$ cat src/rtl/img_pkg.sv
// rtl/img_pkg.sv - shared widths and state encoding for the image word packer
package img_pkg;

    localparam int WORD_W         = 32;
    localparam int BYTE_W         = 8;
    localparam int BYTES_PER_WORD = 4;

    typedef enum logic [0:0] {
        ACC   = 1'b0,
        TRAIL = 1'b1
    } packer_state_t;

endpackage

$ cat src/rtl/img_word_packer.sv
// rtl/img_word_packer.sv - packs pixel bytes little-endian into 32-bit words with optional byte-count trailer
module img_word_packer
    import img_pkg::*;
#(
    parameter bit EMIT_TRAILER = 1'b1,
    parameter int CNT_W        = 32
) (
    input  logic              clock,
    input  logic              reset,
    input  logic [BYTE_W-1:0] pix_data,
    input  logic              pix_valid,
    input  logic              pix_last,
    output logic              pix_stall,
    output logic [WORD_W-1:0] out_data,
    output logic              out_valid,
    input  logic              downstream_stall
);

    packer_state_t     state, state_nxt;
    logic [WORD_W-1:0] acc_word, acc_word_nxt;
    logic [2:0]        acc_cnt, acc_cnt_nxt;
    logic              acc_last, acc_last_nxt;
    logic [CNT_W-1:0]  byte_cnt, byte_cnt_nxt;
    // A next-frame byte taken in the same cycle the final word loads must not
    // inflate the trailer; it is remembered here and seeds the next count.
    logic              carry, carry_nxt;
    logic [WORD_W-1:0] out_data_nxt;
    logic              out_valid_nxt;
    logic [WORD_W-1:0] cnt_ext;

    logic word_ready;
    logic out_free;
    logic accept;
    logic load;

    assign word_ready = (acc_cnt == 3'(BYTES_PER_WORD)) || acc_last;
    assign out_free   = !out_valid || !downstream_stall;
    assign pix_stall  = (state == TRAIL) || (word_ready && !out_free);
    assign accept     = pix_valid && !pix_stall;
    assign load       = (state == ACC) && word_ready && out_free;

    // Zero-extend the frame byte count into a full trailer word.
    always_comb begin
        cnt_ext = '0;
        cnt_ext[CNT_W-1:0] = byte_cnt;
    end

    // Next-state, accumulator and output-register update.
    always_comb begin
        state_nxt     = state;
        acc_word_nxt  = acc_word;
        acc_cnt_nxt   = acc_cnt;
        acc_last_nxt  = acc_last;
        byte_cnt_nxt  = byte_cnt;
        carry_nxt     = carry;
        out_data_nxt  = out_data;
        out_valid_nxt = out_valid;

        if (out_free) begin
            out_valid_nxt = 1'b0;
        end

        case (state)
            ACC: begin
                if (load) begin
                    out_data_nxt  = acc_word;
                    out_valid_nxt = 1'b1;
                    acc_word_nxt  = '0;
                    acc_cnt_nxt   = 3'd0;
                    acc_last_nxt  = 1'b0;
                    if (accept) begin
                        acc_word_nxt[BYTE_W-1:0] = pix_data;
                        acc_cnt_nxt              = 3'd1;
                        acc_last_nxt             = pix_last;
                    end
                    if (acc_last) begin
                        if (EMIT_TRAILER) begin
                            state_nxt = TRAIL;
                            carry_nxt = accept;
                        end else begin
                            byte_cnt_nxt = CNT_W'(accept);
                        end
                    end else if (accept) begin
                        byte_cnt_nxt = byte_cnt + CNT_W'(1);
                    end
                end else if (accept) begin
                    acc_word_nxt[BYTE_W*acc_cnt[1:0] +: BYTE_W] = pix_data;
                    acc_cnt_nxt  = acc_cnt + 3'd1;
                    byte_cnt_nxt = byte_cnt + CNT_W'(1);
                    if (pix_last) begin
                        acc_last_nxt = 1'b1;
                    end
                end
            end
            TRAIL: begin
                if (out_free) begin
                    out_data_nxt  = cnt_ext;
                    out_valid_nxt = 1'b1;
                    byte_cnt_nxt  = CNT_W'(carry);
                    carry_nxt     = 1'b0;
                    state_nxt     = ACC;
                end
            end
            default: begin
                state_nxt = ACC;
            end
        endcase
    end

    // Register all state; reset discards any partial word and pending output.
    always_ff @(posedge clock) begin
        if (reset) begin
            state     <= ACC;
            acc_word  <= '0;
            acc_cnt   <= 3'd0;
            acc_last  <= 1'b0;
            byte_cnt  <= '0;
            carry     <= 1'b0;
            out_data  <= '0;
            out_valid <= 1'b0;
        end else begin
            state     <= state_nxt;
            acc_word  <= acc_word_nxt;
            acc_cnt   <= acc_cnt_nxt;
            acc_last  <= acc_last_nxt;
            byte_cnt  <= byte_cnt_nxt;
            carry     <= carry_nxt;
            out_data  <= out_data_nxt;
            out_valid <= out_valid_nxt;
        end
    end

endmodule
$ cat config.mk
export PLATFORM = sky130hd
export DESIGN_NAME = img_word_packer
export DESIGN_NICKNAME = d
export VERILOG_FILES = /design/src/rtl/img_pkg.sv /design/src/rtl/img_word_packer.sv
export SDC_FILE = /design/constraint.sdc
export NUM_CORES = 1
export LEC_CHECK = 0
export ABC_AREA = 1
export CAP_MARGIN = 20
export CORE_UTILIZATION = 34
export CTS_CLUSTER_DIAMETER = 60
export DETAILED_ROUTE_END_ITERATION = 6
export HOLD_SLACK_MARGIN = 0.02
export SETUP_SLACK_MARGIN = 0.3
export SLEW_MARGIN = 0
export SYNTH_ARGS = -nofsm -noshare
export SYNTH_HDL_FRONTEND = slang
export SYNTH_SLANG_ARGS = --single-unit
$ cat constraint.sdc
create_clock -name clock -period 2.1 [get_ports clock]
set_input_delay 0.63 -clock clock [delete_from_list [all_inputs] [get_ports clock]]
set_output_delay 0.63 -clock clock [all_outputs]
set_load 0.03 [all_outputs]
# Yosys cells after proc, flatten, opt, wreduce, memory -nomap -nowiden

Index checks and enable logic that the tools add are counted.
W data, S select, Z words.

Bits in registers: 103
Bits of input ports: 13
Output and inout port bits: 34
Logic and storage cells: 68

$add $sub $neg: 3
Equality and inequality tests: 5
Shifts and indexed selects: 2
Mux-type cells: 31
Bitwise gates (word level): 1
Reduce and logical (&&, ||, !) cells: 18

Operators by type and width:

| cell                      | count |
|---|---|
| $mux W32                  | 8 |
| $pmux W32 S2              | 2 |
| $neg A5 Y34               | 1 |
| $shift A8 B34 Y32 const A | 1 |
| $shiftx A8 B34 Y32        | 1 |
| $add A32 B1 Y32 const B   | 1 |
| $bwmux W32                | 1 |
| $mux W1                   | 14 |
| $mux W8                   | 1 |
| $mux W3                   | 2 |
| $pmux W1 S2               | 3 |
| $reduce_and A2 Y1         | 3 |
| $reduce_and A3 Y1         | 2 |
| $logic_and A1 B1 Y1       | 4 |
| $logic_not A1 Y1          | 4 |
| $ne A2 B2 Y1 const B      | 2 |
| $reduce_bool A2 Y1        | 2 |
| $add A3 B1 Y3 const B     | 1 |
| $eq A3 B3 Y1 const B      | 1 |
| $logic_or A1 B1 Y1        | 3 |
| $ne A3 B3 Y1 const B      | 1 |
| $ne A2 B1 Y1 const B      | 1 |
| $not A1 Y1                | 1 |

# Longest topological paths before layout

Depth after elaboration: 11
Gate-level depth with buffers: 15
Depth with buffers taken out: 12

# Worst setup path after synthesis

OpenSTA, ideal clock, no wires.

Kind: reg2out
Start point: register acc_cnt[0]
End point: output pix_stall
Data arrival time: 1601 ps
Data required time: 1470 ps
Slack: -131 ps
Cell stages (with the launch flop): 9
Path buffers: 2
Cells stage by stage: dfxtp_1 buf_2 inv_1 buf_1 ha_1 nand2_1 nand2_1 nand2_2 inv_1

Word-level cells in the longest chain between the ends: 4

Ends and longest elaborated chain:

| what                     | RTL line               | RTL |
|---|---|---|
| start: declaration       | img_word_packer.sv:21  | `logic [2:0] acc_cnt, acc_cnt_nxt;` |
| start signal: assignment | img_word_packer.sv:124 | `acc_cnt <= acc_cnt_nxt;` |
| $eq A3 B3 Y1             | img_word_packer.sv:36  | `assign word_ready = (acc_cnt == 3'(BYTES_PER_WORD)) \|\| acc_last;` |
| $logic_or A1 B1 Y1       | img_word_packer.sv:36  |  |
| $logic_and A1 B1 Y1      | img_word_packer.sv:38  | `assign pix_stall = (state == TRAIL) \|\| (word_ready && !out_free);` |
| $logic_or A1 B1 Y1       | img_word_packer.sv:38  |  |
| end: declaration         | img_word_packer.sv:13  | `output logic pix_stall,` |

Every way passes these cells.

# Worst setup path after layout

Start point: register acc_cnt[1]
End point: output pix_stall

Same word-level chain as after synthesis.

==> impl_metrics.csv <==
group,metric,value,unit
status,outcome,"completed",
floorplanning,core-area,15300,sq um
global_route,top_usage_layer,"met2",
clocking,h-tree-depth,3,
worst_setup_path,crit_path_frequent_cell,"nand2_4",
power,p_leak,0.00268,uW
timing,clock.fmax,509,MHz
global_route,grt_use_total,0.203,
logic_synthesis,synth.distinct_cells,32,
min_path,hold_depth,2,
job,max_cap_viol_count,0,
floorplanning,die_h,127,um
worst_setup_path,cp.arrival,1.33,ns
logic_synthesis,yosys.area.top_type,"dfxtp_1",
power,peakVddDrop,0.435,mV
logic_synthesis,netlist_top_cells_area,"dfxtp_1 (39%), nand2_1 (17%), nor2_1 (8.9%)",
route,vias,5381,
clocking,clk_latency,0.36,ns
worst_setup_path,critical_path_buf_inv_count,3,
logic_synthesis,yosysWarnings,0,
placement,hpwl,11400,um
worst_setup_path,cp_data_required_time,1.47,ns
route,ant_nets,0,
floorplanning,die_x,127,um
clocking,clockBufferDepth,2,
route,drc_errors,0,
global_route,use_met1,0.286,
placement,io_buffers,46,
clocking,cts_tree,"built",
worst_setup_path,r2r_start,"acc_cnt[1]",
finish,area_delta_synth_final,23.1,%
global_route,grt_max_degree,61,
global_route,antenna_found_initial,0,
timing,rsz0062_at_grt,"true",
clocking,cts_root_buf,"clkbuf_16",
logic_synthesis,synth-edff-count,0,
power,power.density,724,nW/um^2
global_route,grt_use_met2,0.309,
timing,slew_violations,0,
min_path,min_from,"acc_word[8]",
global_route,gr-total-overflow,0,
timing,worst_pin_slew,0.450,ns
clocking,clkTransAtPathRegs,0.07,ns
logic_synthesis,async_flop_share,0,
min_path,hold_class,"reg -> reg",
floorplanning,die_area,16200,sq um
timing,tns,0,ns
worst_setup_path,path_class,"reg -> out",
route,drtIter0Drc,349,
route,routed_wl,15800,um
timing,skew,0.0114,ns
worst_setup_path,worstSetupStartpointType,"flop",
worst_setup_path,r2r_slack,0.41,ns
logic_synthesis,synth_top_area_frac,0.386,
worst_setup_path,end_kind,"primary output",
floorplanning,initial_core_util,0.350,
logic_synthesis,syn_avg_cell_area,6.39,sq um
logic_synthesis,synthesis.nets,855,
timing,setup_violations,0,
power,finalPower,4760,uW
logic_synthesis,ys_ff_latch,103,
worst_setup_path,reg2reg_to,"acc_word[15]",
worst_setup_path,crit_fanout,3,
global_route,grt_first_pass_wirelength,25600,um
logic_synthesis,synth_area,5340,sq um
worst_setup_path,ff2ff_path_depth,11,
finish,drive_gt1_frac,0.102,
min_path,whs_endpoint,"acc_word[8]",
logic_synthesis,synth_ff_type,"dfxtp_1",
route,post_drt_wl_per_cell,14.3,um
global_route,grt_pass1_vias,4908,
clocking,cts_hold_buf,0,
timing,slew_headroom,0.700,
clocking,numCtsBuffers,9,
global_route,met3_usage,0.0360,
worst_setup_path,cpMaxStageDelayCell,"dfxtp_4",
logic_synthesis,syn_inst,836,
finish,nFillCells,1636,
timing,period_share,0.935,
route,drt-pass1-iter-count,5,
route,vias_per_cell,4.88,
timing,hold_viol_final,0,
placement,gp_congestion,0.872,
finish,nets,905,
worst_setup_path,crit_family,"flip-flops",
logic_synthesis,yosysSeqAreaShare,0.386,
worst_setup_path,slowest_delay,0.37,ns
floorplanning,core.rowCount,45,
worst_setup_path,crit_chain,"inv_4, ha_4, nand2_4, nand2_4, nand2_4, inv_2, buf_6",
clocking,cts.sink_count,103,
floorplanning,pin_count,47,
finish,diodes,0,
timing,fin_crit,1.96,ns
final cells by class:
| type | instances | area (sq um) | area share |
|---|---|---|---|
| Clock buffer | 9 | 225 | 0.0342 |
| Sequential cell | 103 | 2080 | 0.316 |
| Tap cell | 211 | 264 | 0.0401 |
| Multi-Input combinational cell | 617 | 2870 | 0.436 |
| Clock inverter | 7 | 104 | 0.0158 |
| Timing Repair Buffer | 79 | 742 | 0.113 |
| Inverter | 76 | 297 | 0.0451 |
logic make-up after synthesis:
family	synth area share
AOI/OAI and AO/OA	0.159
DFF	0.386
and+or+nand+nor	0.348
buffers and inverters	0.0901
xor gates and xnor gates	0.00328
adders and majority gates	0.0140
cell usage in the layout, fill, tap and decap left out, types with 4 or more instances in the layout:
cell type / count
nor2_1: 124
dfxtp_1: 98
ha_1: 5
a31oi_1: 32
buf_12: 6
clkbuf_16: 9
nor2_2: 6
o21ai_2: 4
buf_4: 27
clkdlybuf4s50_1: 11
nand2_4: 5
nor3_1: 12
nand3_1: 45
a21oi_1: 42
o21ai_0: 68
nand2_1: 240
inv_2: 5
nand4_1: 10
inv_1: 67
dlygate4sd2_1: 34
where the power goes:
group / total [uW] / internal, uW / switching [uW]
clock network: 1890 / 1060 / 827
registers: 2110 / 2050 / 62.2
logic: 758 / 265 / 493
total: 4760 / 3380 / 1380
worst max path at each step:
stage                     cells after the start            to        startpoint  slack (ns)
after detailed placement                     10  acc_word[15]  downstream_stall       -0.20
final                                         7     pix_stall        acc_cnt[1]        0.14
after global routing                          7     pix_stall        acc_cnt[1]        0.08
after floorplan                              13  byte_cnt[27]        acc_cnt[0]        0.30
after global placement                       10  byte_cnt[13]  downstream_stall       -0.16
after CTS                                     7     pix_stall        acc_cnt[1]        0.05
registers in the layout (all words and copies together) (netlist names):
register   cells
acc_word      32
byte_cnt      32
out_data      32
acc_cnt        3
acc_last       1
carry          1
out_valid      1
state          1
what timing repair did:
item | CTS | global route
gates resized for setup | 40 | 20
buffers inserted | 3 | 2
pin swaps | 2 | 1
setup endpoints to repair | 92 | 42
per-stage QoR:
step	utilization	setup slack [ns]	hold WS (ns)	std cells	instance area [sq um]
after floorplan	-	0.302	0.441	836	5390
after detailed placement	0.405	-0.202	0.450	1081	6180
after global routing	0.431	0.0832	0.499	1102	6580
final	0.431	0.137	0.458	1102	6580
after global placement	0.405	-0.158	0.449	1081	6180
after CTS	0.426	0.0530	0.464	1100	6510
cells in the mapped netlist, drive strengths merged (2+ instances only):
cell type / instances
ha: 6
a31oi: 32
and2: 2
o21bai: 2
buf: 17
clkbuf: 23
dfxtp: 103
nor3: 13
nand3: 48
inv: 75
nand4: 10
nor2: 131
nand2: 248
o21ai: 74
xor2: 2
a21oi: 46
worst reg2reg max path: cells and delay by family (launching register included):
family	cells	cell delay, ns
and+or+nand+nor	6	0.55
adders and majority gates	1	0.17
buffers and inverters	3	0.36
DFF	1	0.37
AOI/OAI and AO/OA	1	0.14
layer usage:
metal	wire length, um	up-vias
met5	0	-
met4	301	0
met3	768	21
met2	6700	133
met1	8010	2418
li1	-	2809
Power figures use the tool's default switching activity.
